[src/rtl/controller_shift_register.sv]
// NES joypad responder: synchronised, debounced buttons parallel-loaded into an
// 8-bit shift register that is clocked out serially by the console shift clock.
module controller_shift_register #(
   parameter int unsigned DEBOUNCE_CYCLES = 50000
) (
   input  logic       i_clk,
   input  logic       i_reset_n,
   input  logic [7:0] i_buttons,
   input  logic       i_latch,
   input  logic       i_shift_clk,
   output logic       o_data,
   output logic [7:0] o_debug_buttons,
   output logic [3:0] o_debug_shift_count
);

   localparam int unsigned NUM_BUTTONS = 8;
   localparam int unsigned CNT_W       = $clog2(DEBOUNCE_CYCLES + 1);
   localparam int unsigned SHIFT_W     = 4;

   localparam logic [CNT_W-1:0]   CNT_LAST  = CNT_W'(DEBOUNCE_CYCLES - 1);
   localparam logic [CNT_W-1:0]   CNT_ONE   = CNT_W'(1);
   localparam logic [SHIFT_W-1:0] SHIFT_MAX = SHIFT_W'(8);
   localparam logic [SHIFT_W-1:0] SHIFT_ONE = SHIFT_W'(1);

   logic [NUM_BUTTONS-1:0] sync1;
   logic [NUM_BUTTONS-1:0] sync2;
   logic [NUM_BUTTONS-1:0] stable;
   logic [CNT_W-1:0]       db_cnt [NUM_BUTTONS];

   logic                   clk_prev;
   logic                   shift_rise;
   logic [7:0]             sr;
   logic [SHIFT_W-1:0]     count;

   // Two-flop synchroniser for the asynchronous button levels
   always_ff @(posedge i_clk) begin
      if (!i_reset_n) begin
         sync1 <= '0;
         sync2 <= '0;
      end else begin
         sync1 <= i_buttons;
         sync2 <= sync1;
      end
   end

   // Per-button debounce: accept a level only after it differs long enough
   always_ff @(posedge i_clk) begin
      if (!i_reset_n) begin
         stable <= '0;
         for (int i = 0; i < NUM_BUTTONS; i++) begin
            db_cnt[i] <= '0;
         end
      end else begin
         for (int i = 0; i < NUM_BUTTONS; i++) begin
            if (sync2[i] == stable[i]) begin
               db_cnt[i] <= '0;
            end else if (db_cnt[i] == CNT_LAST) begin
               stable[i] <= sync2[i];
               db_cnt[i] <= '0;
            end else begin
               db_cnt[i] <= db_cnt[i] + CNT_ONE;
            end
         end
      end
   end

   assign shift_rise = i_shift_clk & ~clk_prev;

   // Shift clock idles high, so the edge detector resets high to avoid a false rise
   always_ff @(posedge i_clk) begin
      if (!i_reset_n) begin
         clk_prev <= 1'b1;
      end else begin
         clk_prev <= i_shift_clk;
      end
   end

   // Latch dominates a coincident shift; ones fill in behind the shifted bits
   always_ff @(posedge i_clk) begin
      if (!i_reset_n) begin
         sr    <= 8'h00;
         count <= '0;
      end else if (i_latch) begin
         sr    <= stable;
         count <= '0;
      end else if (shift_rise) begin
         sr    <= {1'b1, sr[7:1]};
         count <= (count == SHIFT_MAX) ? SHIFT_MAX : count + SHIFT_ONE;
      end
   end

   assign o_data              = sr[0];
   assign o_debug_buttons     = stable;
   assign o_debug_shift_count = count;

endmodule

[config.mk]
export PLATFORM = sky130hd
export DESIGN_NAME = controller_shift_register
export DESIGN_NICKNAME = d
export VERILOG_FILES = /design/src/rtl/controller_shift_register.sv
export SDC_FILE = /design/constraint.sdc
export NUM_CORES = 1
export LEC_CHECK = 0
export CAP_MARGIN = 15
export CORE_MARGIN = 2
export CORE_UTILIZATION = 37
export DETAILED_ROUTE_END_ITERATION = 8
export PLACE_DENSITY = 0.61
export REMOVE_ABC_BUFFERS = 1
export SYNTH_ARGS = -nofsm -noshare
export SYNTH_HDL_FRONTEND = slang
export SYNTH_SLANG_ARGS = --single-unit
[constraint.sdc]
create_clock -name i_clk -period 2.05 [get_ports i_clk]
set_clock_uncertainty 0.2 [all_clocks]
set_input_delay 0.41 -clock i_clk [delete_from_list [all_inputs] [get_ports i_clk]]
set_output_delay 0.41 -clock i_clk [all_outputs]
set_load 0.02 [all_outputs]
* Word level (Yosys, flattened, before mapping) *
Memory sizes are Yosys's and may differ from the RTL's.
Cells that the tools add are included.

word-level totals
  bits in writable memories = 128
  logic and storage cells = 201
  flip-flop bits (word level) = 37
  memories = 1

cells by class
  bitwise operators = 35
  multiplexer cells = 116
  reductions and logical operators = 10
  equality and inequality tests = 17
  add/subtract/negate cells = 9

memories
  memory  words  bits a word  rd ports  clocked after Yosys merged registers in  write ports  line  RTL
  db_cnt  8      16           8         0                                        8            28    logic [CNT_W-1:0] db_cnt [NUM_BUTTONS];

operators with widths
  operator               count
  $mux 16                24
  $add 16x1->16 const B  8
  $eq 16x16->1 const B   8
  $mux 1                 89
  $or 1x1->1             24
  $mux 8                 2
  $reduce_and 2->1       8
  $not 1->1              10
  $eq 1x1->1             8
  $add 4x1->4 const B    1
  $eq 4x4->1 const B     1
  $mux 4                 1
  $reduce_bool 2->1      1
  $reduce_or 2->1        1
  $and 1x1->1            1

* Depth between registers and ports, before layout *
  depth after elaboration = 7
  mapped depth = 6

* Least setup slack after synthesis *
No wires, ideal clock.

  path type = reg-to-reg
  start = memory db_cnt[1][48] in the netlist's numbering
  end = memory db_cnt[1][55] in the netlist's numbering, data pin
  buffers on the path = 1
  arrival time = 1.612 ns
  library setup time = 0.254 ns
  required time = 1.596 ns
  cell stages (with the launch flop) = 7
  slack = -0.016 ns
  cell sequence = edfxtp_1 > ha_1 > nand3_4 > or3_4 > o31ai_4 > buf_6 > nor2_1

RTL lines
  what                line
  start: declaration  28

==> flow_summary.toml <==
[clock_tree]
worstSkewPairLatency_ps = 410
sinks_on_clock_net = 165
clk_root_buffer_cell = "clkbuf_16"
cts-htree-levels = 4
tritoncts = "yes"
cts_buffer_depth = 2
tritoncts.num_buffers = 17
clk_pin_slew_ps = 60

[critical_path]
rr_endpoint = "db_cnt[1][63]"
cp.required_ps = 2010
cp-end-kind = "flop"
worst-path-stages = 6
worst-path-max-fanout = 6
timing.critical_path.max_delay_family = "simple AND/OR/NAND/NOR gates"
cp.buffers_inverters = 1
cp_cell_sequence = "ha_4 -> nand3_4 -> or3_4 -> o31ai_4 -> buf_4 -> a21oi_1"
critPathMaxStageDelay_ps = 410
crit_start = "db_cnt[1][49]"
critPathSlowestCell = "edfxtp_1"
reg2regPathDepth = 6
critical_path.startpoint_type = "flop"
critical_path_arrival_ps = 1920
reg2reg_slack_ps = 90
worst_r2r_startpoint = "db_cnt[1][49]"
timing.critical_path.to = "db_cnt[1][63]"
crit_type = "flop to flop"

[global_route]
antenna_violations_before_repair = 0
grt_first_pass_wirelength_um = 25920
all_layer_global_routing_usage = 0.1340
vias_in_the_first_global_route = 5559
grt_overflow_total = 0
pin_count_of_the_biggest_net_entering_global_routing = 25

[sta]
setup_total_negative_slack_ps = 0
setup_violations_final = 0
finalCriticalPeriod_ps = 1956
layout_setup_ws_ps = 94.33
achievable-frequency_ghz = 0.5113
unrepaired_setup_endpoints_after_global_routing = "false"
final_hold_viol_count = 0
timing.final.crit_share = 0.9540
timing.hold.ws_ps = 89.43
timing.final.max_slew_violations = 0

[floorplanning]
floorplan.initialDensity = 0.3791
core-area_um2 = 21960
rows = 54
fp.dieArea_um2 = 23720
floorplan.die.width_um = 154.0
die_h_um = 154.0
num_io_pins = 25

[detailed_routing]
drc = 0
avgRoutedWirePerCell_um = 11.55
route.final.wire_length_um = 14710
per_cell_via_count_in_the_routed_design = 4.513
drt_pre_antenna_iters = 5
drt_first_iter_violations = 269
dr_total_vias = 5749
ant_nets = 0

[power]
power.switching_uw = 1532
power.share.combinational = 0.051
p_seq_frac = 0.543
power_report.internal_total_uw = 5552
leakage_uw = 0.003775
sw_frac_of_total = 0.2163
powerDensity_nw_per_um2 = 693.1
worst_ir_drop_vdd_uv = 533.7
power.clock.fraction = 0.406

[placed_design]
port-buffer-count = 24
placed_cells_incl_taps = 1241
place_worst_setup_slack_ps = 31.74
dp_hpwl_um = 10710
finalWeightedCongestion = 0.7651

[logic_synthesis]
mappedNetlistArea_um2 = 8325
synth-warning-count = 0
yosys_register_bits = 165
synth-seq-area-share = 0.5506
post_synth.cell_area_avg_um2 = 10.63
post_synth_num_cell_types = 39
netlist_instances = 783

[layout]
area_growth_syn_to_layout_pct = 22.77
postLayoutCoreUtil = 0.4655
seqCellArea_um2 = 4584
final-instance-count-excl-fill = 1274
multi_input_gate_area_um2 = 4025
antenna_cells_inserted = 0
post_route_cells_drive_above_1_share = 0.07746
net_count_of_the_finished_layout = 1003
final.fill_count = 2077

[min_path]
hold_class = "input port to flop"

[job]
cap_violations = 0

[outcome]
outcome = "finished, final reports clean"
## state kept, by name (all words and copies together), names as in the netlist
signal               count
o_debug_shift_count      4
clk_prev                 1
db_cnt                 128
o_debug_buttons          8
sync1                    8
sr                       8
sync2                    8
## cell usage after synthesis
master / n / area (um2)
a21oi_1: 4 / 20.02
and2_1: 25 / 156.4
and3_1: 13 / 81.33
and4_1: 2 / 17.52
and4b_1: 2 / 20.02
buf_2: 8 / 40.04
buf_6: 1 / 11.26
clkbuf_1: 8 / 30.03
conb_1: 1 / 3.750
dfxtp_1: 37 / 740.7
edfxtp_1: 128 / 3844
ha_1: 10 / 125.1
inv_1: 35 / 131.4
mux2i_1: 14 / 140.1
nand2_1: 36 / 135.1
nand2b_1: 3 / 18.77
nand3_1: 46 / 230.2
nand3_4: 1 / 17.52
nand4_1: 35 / 219.0
nand4b_1: 4 / 35.03
nor2_1: 139 / 521.8
nor2b_1: 8 / 50.05
nor3_1: 27 / 135.1
nor4_1: 39 / 244.0
nor4b_1: 6 / 52.55
nor4bb_1: 10 / 100.1
o211ai_1: 2 / 15.01
o211ai_2: 1 / 12.51
o21ai_0: 9 / 45.04
o311a_1: 1 / 10.01
o31ai_1: 2 / 15.01
o31ai_4: 1 / 21.27
or2_0: 1 / 6.260
or2_2: 1 / 6.260
or3_1: 2 / 12.51
or3_4: 1 / 11.26
or4_1: 1 / 7.510
xnor2_1: 89 / 779.5
xor2_1: 30 / 262.8
## layout make-up
cell class	count	share of cell area
flip-flops and latches	165	0.4485
clock inverters	4	0.002203
well taps	280	0.03428
multi-input cells	693	0.3938
clock buffers	28	0.04872
inverters	35	0.01285
repair buffers	69	0.05962
## cell families after synthesis
group | Yosys count | share of synthesized area
XOR/XNOR | 119 | 0.1252
adder cells (fa/ha/maj) | 10 | 0.01503
buffers and inverters | 52 | 0.02555
AND/OR/NAND/NOR | 402 | 0.2496
flip-flops | 165 | 0.5506
other | 1 | 0.0004504
multiplexers | 14 | 0.01683
AO/OA/AOI/OAI | 20 | 0.01668
## metrics by stage
step / instance area, um2 / total power (uW)
floorplan: 8721 / 4122
global placement: 9674 / 4267
detailed placement: 9674 / 4274
CTS: 10180 / 7176
global route: 10220 / 7387
finish: 10220 / 7084
## timing repair
action,in CTS,in global routing
setup buffers,0,1
hold buffers,0,0
setup endpoints to repair,10,42
gates resized for setup,10,8
## power groups by stage
stage | clock [uW] | combinational, uW | sequential [uW]
2_1_floorplan | 0 | 222 | 3900
3_3_place_gp | 0 | 354 | 3910
3_5_place_dp | 0 | 354 | 3920
4_1_cts | 2970 | 357 | 3850
5_1_grt | 3100 | 417 | 3870
6_report | 2870 | 361 | 3850
## worst min-delay path by stage
| stage | end | cells past startpoint | start | slack [ps] |
|---|---|---|---|---|
| 5_1_grt | clk_prev | 2 | i_reset_n | 100 |
| 4_1_cts | clk_prev | 2 | i_reset_n | 80 |
| 3_5_place_dp | sync2[5] | 1 | sync1[5] | 220 |
| 3_3_place_gp | sync2[6] | 1 | sync1[6] | 210 |
| 2_1_floorplan | sync2[0] | 1 | sync1[0] | 210 |
| 6_report | clk_prev | 2 | i_reset_n | 90 |
## placed cells by master, fill, tap and decap left out, drive strengths merged, types with 4 or more instances in the layout
| cell | n |
|---|---|
| a21oi | 4 |
| and2 | 25 |
| and3 | 13 |
| buf | 46 |
| clkbuf | 28 |
| clkdlybuf4s50 | 10 |
| conb | 128 |
| dfxtp | 37 |
| dlygate4sd2 | 10 |
| edfxtp | 128 |
| ha | 10 |
| inv | 35 |
| mux2i | 14 |
| nand2 | 36 |
| nand3 | 47 |
| nand4 | 35 |
| nand4b | 4 |
| nor2 | 139 |
| nor2b | 8 |
| nor3 | 27 |
| nor4 | 39 |
| nor4b | 6 |
| nor4bb | 10 |
| o21ai | 9 |
| xnor2 | 89 |
| xor2 | 30 |
## layer usage
layer,vias to the layer above,track usage,wire (um)
met5,-,0,0
met4,0,0.03516,123
met3,11,0.03692,479
met2,56,0.2146,6686
met1,2625,0.1796,7424
li1,3057,-,-
No activity file was read; power rests on OpenSTA's default activity.
==> edit 1 (config.mk and constraints unchanged) <==
Register the output `o_debug_shift_count` once more, cleared by the reset; this adds one clock of latency there. The other outputs are not delayed to match.
--- a/src/rtl/controller_shift_register.sv
+++ b/src/rtl/controller_shift_register.sv
@@ -92,5 +92,11 @@
    assign o_data              = sr[0];
    assign o_debug_buttons     = stable;
-   assign o_debug_shift_count = count;
+   always_ff @(posedge i_clk) begin
+      if (!i_reset_n) begin
+         o_debug_shift_count <= '0;
+      end else begin
+         o_debug_shift_count <= count;
+      end
+   end
 
 endmodule
Function: changed (Yosys sat finds a counterexample within 4 cycles, from zero or initial values and one cycle with i_reset_n low).
==> edit 1 against the original RTL <==
The flow now finishes with violations (negative setup slack); hold slack gained 140 ps; synthesized area grew 0.72%; worst setup slack lost 440 ps; cell area grew 6.2%; sequential cell count grew 4; global-route usage grew 0.33 points; largest power group unchanged; routed wire length grew 8.2%; sequential power grew 2%; total power grew 11%; non-clock buffer count grew 42; die area grew 0.70%; cell count grew 4.1%; clock power grew 22%.
==> edit 1: results (changes against the original RTL) <==
| Metric | Value |
|---|---|
| Outcome | finished, violations left |
| Violated checks | negative setup slack |
| Half-perimeter wire length after placement | 11040 um (+3.1%) |
| Share of synthesized area spent on multiplexers | 2.253% (+0.57 points) |
| Fraction of final layout cells with drive strength greater than 1 | 15.08% (+7.3 points) |
| Share of cell area taken by multi-input logic gates | 38.00% (-1.4 points) |
| Worst R2R Path Depth | 5 (-1) |
| Global-route wire length before repair | 26640 um (+2.8%) |
| Hold Path End | sync2[4] |
| Xor/xnor cell area share of the yosys netlist | 12.32% (-0.19 points) |
| Fraction of area in clock buffers and inverters | 5.992% (+0.90 points) |
| Maximum number of pins on one net before global-route repair | 17 (-32%) |
| Net switching power | 1.675 mW (+9.4%) |
| Setup total negative slack | -9881 ps (-9881 ps) |
| Hold crit path type | flop to flop |
| Library cell contributing the largest single delay on the critical path | sky130_fd_sc_hd__or4b_1 |
| Bufs on Longest Clock Path | 2 (unchanged) |
| Final wirelength | 15920 um (+8.2%) |
| Top cells by count, synth | sky130_fd_sc_hd__nor2_1, sky130_fd_sc_hd__edfxtp_1, sky130_fd_sc_hd__xnor2_1 |
| Top cells by area in the synthesized netlist | sky130_fd_sc_hd__edfxtp_1, sky130_fd_sc_hd__dfxtp_1, sky130_fd_sc_hd__xnor2_1 |
| Cell count after placement | 1274 (+2.7%) |
| Routed met1 length | 7865 um (+5.9%) |
| Adder-Cell Fraction of Synth Area | 1.492% (-0.011 points) |
| Met1 routing resource usage after global routing | 17.75% (-0.21 points) |
| Clk_lat worst skew | 430 ps (+20 ps) |
| Vias | 6085 (+5.8%) |
| Final cell count without fillers | 1326 (+4.1%) |
| Setup slack after layout | -350.0 ps (-444.3 ps) |
| Static Leakage | 4.006 nW (+6.1%) |
| Syn Inst Count | 789 (+0.77%) |
| Crit path launch | db_cnt[0][13] |
| Fill cell total of the finished layout | 2109 (+1.5%) |
| Slowest Stage Delay on Critical Path | 550 ps (+140 ps) |
| Clock sinks | 169 (+2.4%) |
| Fin nets | 1050 (+4.7%) |
| Signal arrival time at the worst endpoint | 2380 ps (+460 ps) |
| GR Layer Usage met3 | 3.362% (-0.33 points) |
| Capture point of the worst reg-to-reg path | db_cnt[0][6] |
| Proportion of power drawn by combinational gates | 5.4% (+0.3 points) |
| Met2 Use GR | 22.94% (+1.5 points) |
| # setup viols final | 33 (+33) |
| Highest ir drop seen on vdd | 0.5434 mV (+1.8%) |
| Hold-critical path depth | 1 (-1) |
| Routability congestion estimate | 0.8172 (+6.8%) |
| First-pass DRT Iterations | 4 (-1) |
| Non-Clock Buffer Area Fraction | 8.585% (+2.6 points) |
| Invs w/o clock | 34 (-2.9%) |
| Clk_buf instances | 22 (-21%) |
| Share of the yosys chip area belonging to registers | 55.63% (+0.56 points) |
| Distinct cells, synth | 40 (+2.6%) |
| Share of the synthesized area in compound gates (AO/OA/AOI/OAI) | 1.910% (+0.24 points) |
| Routed met3 length | 322 um (-33%) |
edit 1: critical path, delay by kind of cell (launching register included):
kind | cells | cell delay (ps)
AOI/OAI and AO/OA | 1 | 210
buffers and inverters | 1 | 210
DFF | 1 | 380
and+or+nand+nor | 3 | 1150
edit 1: timing repair:
item                       4_1_cts  5_1_grt
resized for setup                8       44
cloned                           0        3
pin swaps                        1       26
setup buffers                    3       15
setup endpoints to repair       40       94
edit 1: stage by stage:
stage	util (%)	setup slack, ps	hold slack [ps]	instance area (um2)	power (mW)
3_3_place_gp	44.17	-256.9	213.8	9908	4.373
2_1_floorplan	-	-308.0	211.8	8783	4.206
4_1_cts	47.14	-302.0	231.6	10580	7.887
6_report	48.40	-350.0	231.7	10860	7.848
5_1_grt	48.40	-386.8	259.3	10860	8.139
3_5_place_dp	44.17	-289.1	216.9	9908	4.380
==> edit 2 (same settings) <==
Made on the original files. Set the parameter `DEBOUNCE_CYCLES` to 200000 (it was 50000).
--- a/src/rtl/controller_shift_register.sv
+++ b/src/rtl/controller_shift_register.sv
@@ -2,5 +2,5 @@
 // 8-bit shift register that is clocked out serially by the console shift clock.
 module controller_shift_register #(
-   parameter int unsigned DEBOUNCE_CYCLES = 50000
+   parameter int unsigned DEBOUNCE_CYCLES = 200000
 ) (
    input  logic       i_clk,
Function: same outputs for any inputs over 4 cycles, from zero or initial values and one cycle with i_reset_n low; that may be too few to reach the edited logic, so the function may still have changed.
==> edit 2 against the original RTL <==
Synthesized cell count is 14% higher; highest routed layer unchanged; sequential cell count is 16 higher; hold slack better by 110 ps; routed wire length is 24% higher; via count is 21% higher; global-route usage is 1.3 points higher; first-iteration DRC count is 11% higher; worst setup slack worse by 19 ps; cell area is 16% higher; synthesized area is 13% higher; total power is 12% higher; count of clock-buffer cells in the layout is 6 lower.
==> edit 2: results (changes against the original RTL) <==
| Metric | Value |
|---|---|
| Tot GR Track Use | 14.65% (+1.3 points) |
| Via count of the first global-routing pass | 6677 (+20%) |
| Setup slack after placement | 20.00 ps (-11.74 ps) |
| Library cell contributing the largest single delay on the critical path | sky130_fd_sc_hd__or4_4 |
| Drt via density | 4.666 (+3.4%) |
| Clk_lat worst skew | 430 ps (+20 ps) |
| Static Leakage | 4.385 nW (+16%) |
| Fin nets | 1166 (+16%) |
| First-pass DRT Iterations | 4 (-1) |
| Half-perimeter wire length after placement | 13470 um (+26%) |
| Share of the yosys chip area belonging to registers | 53.87% (-1.2 points) |
| Routed met1 length | 8991 um (+21%) |
| Worst R2R Path Depth | 4 (-2) |
| Number of enable flip-flop cells after synthesis | 144 (+13%) |
| DRC marker count from the first detailed-route iteration | 299 (+11%) |
| Fraction of final layout cells with drive strength greater than 1 | 13.40% (+5.7 points) |
| Max FO, Critical Path | 5 (-1) |
| Syn Inst Count | 892 (+14%) |
| R2r setup slk | 80 ps (-20 ps) |
| Routed met3 length | 440 um (-8.1%) |
| Number of flip-flops under the largest register name | 144 (+13%) |
| Final cell count without fillers | 1487 (+17%) |
| Top cells by count, synth | sky130_fd_sc_hd__nor2_1, sky130_fd_sc_hd__edfxtp_1, sky130_fd_sc_hd__xnor2_1 |
| Signal arrival time at the worst endpoint | 2060 ps (+140 ps) |
| Routability congestion estimate | 0.7866 (+2.8%) |
| Outcome | finished, final reports clean |
| Maximum number of pins on one net before global-route repair | 30 (+20%) |
## edit 2: changes by cell type in the layout (fill, tap and decap cells not counted), sizes merged, moves of 12 or more
cell / before / now
buf: 46 / 94
xnor2: 89 / 70
xor2: 30 / 48
conb: 128 / 144
edfxtp: 128 / 144
nand4: 35 / 50
a21oi: 4 / 18
nand3: 47 / 59
## edit 2: routing by layer
layer	GRT usage, %	up-vias
li1	-	3617
met1	19.51	3250
met2	23.90	60
met3	2.743	12
met4	5.149	0
met5	0	-
## edit 2: worst min-delay path: cells and delay by family
kind | cells | cell delay, ps
buf+inv | 2 | 300
simple gates | 1 | 70
## edit 2: power by group
part | internal (mW) | leakage [nW] | switching (mW)
logic | 0.209 | 2.33 | 0.235
registers | 4.10 | 1.79 | 0.130
clock network | 1.90 | 0.267 | 1.39
total | 6.21 | 4.38 | 1.76
## edit 2: final cells by class
class	instances	share of cell area [%]
Sequential cell	181	42.62
Multi-Input combinational cell	799	39.75
Clock buffer	22	3.990
Clock inverter	10	1.021
Timing Repair Buffer	117	8.265
Inverter	28	0.8844
Tap cell	330	3.474
## edit 2: through the flow
step,cell area [um2],power (mW)
final,11880,7.965
after global routing,11880,8.308
after detailed placement,11200,4.740
after global placement,11200,4.732
after CTS,11780,8.069
after floorplan,9822,4.538
## edit 2: path summary, 6_finish.rpt
path / startpoint / to
max: db_cnt[0][61] / db_cnt[0][71]
min: i_reset_n / clk_prev
max reg2reg: db_cnt[0][61] / db_cnt[0][71]
min reg2reg: sync1[3] / sync2[3]
## edit 2: timing repair
action / 4_1_cts / 5_1_grt
gates cloned: 0 / 0
resized for setup: 9 / 17
endpoints found under the setup margin: 9 / 50
hold buffers: 0 / 0
pin swaps: 0 / 3
setup buffers: 0 / 3
## edit 2: logic make-up after synthesis
kind of cell | synth area share (%)
buffers and inverters | 2.369
adder cells (fa/ha/maj) | 1.331
other | 0.03988
AO/OA/AOI/OAI | 4.152
flip-flops | 53.87
AND/OR/NAND/NOR | 25.24
XOR/XNOR | 10.99
multiplexers | 2.009
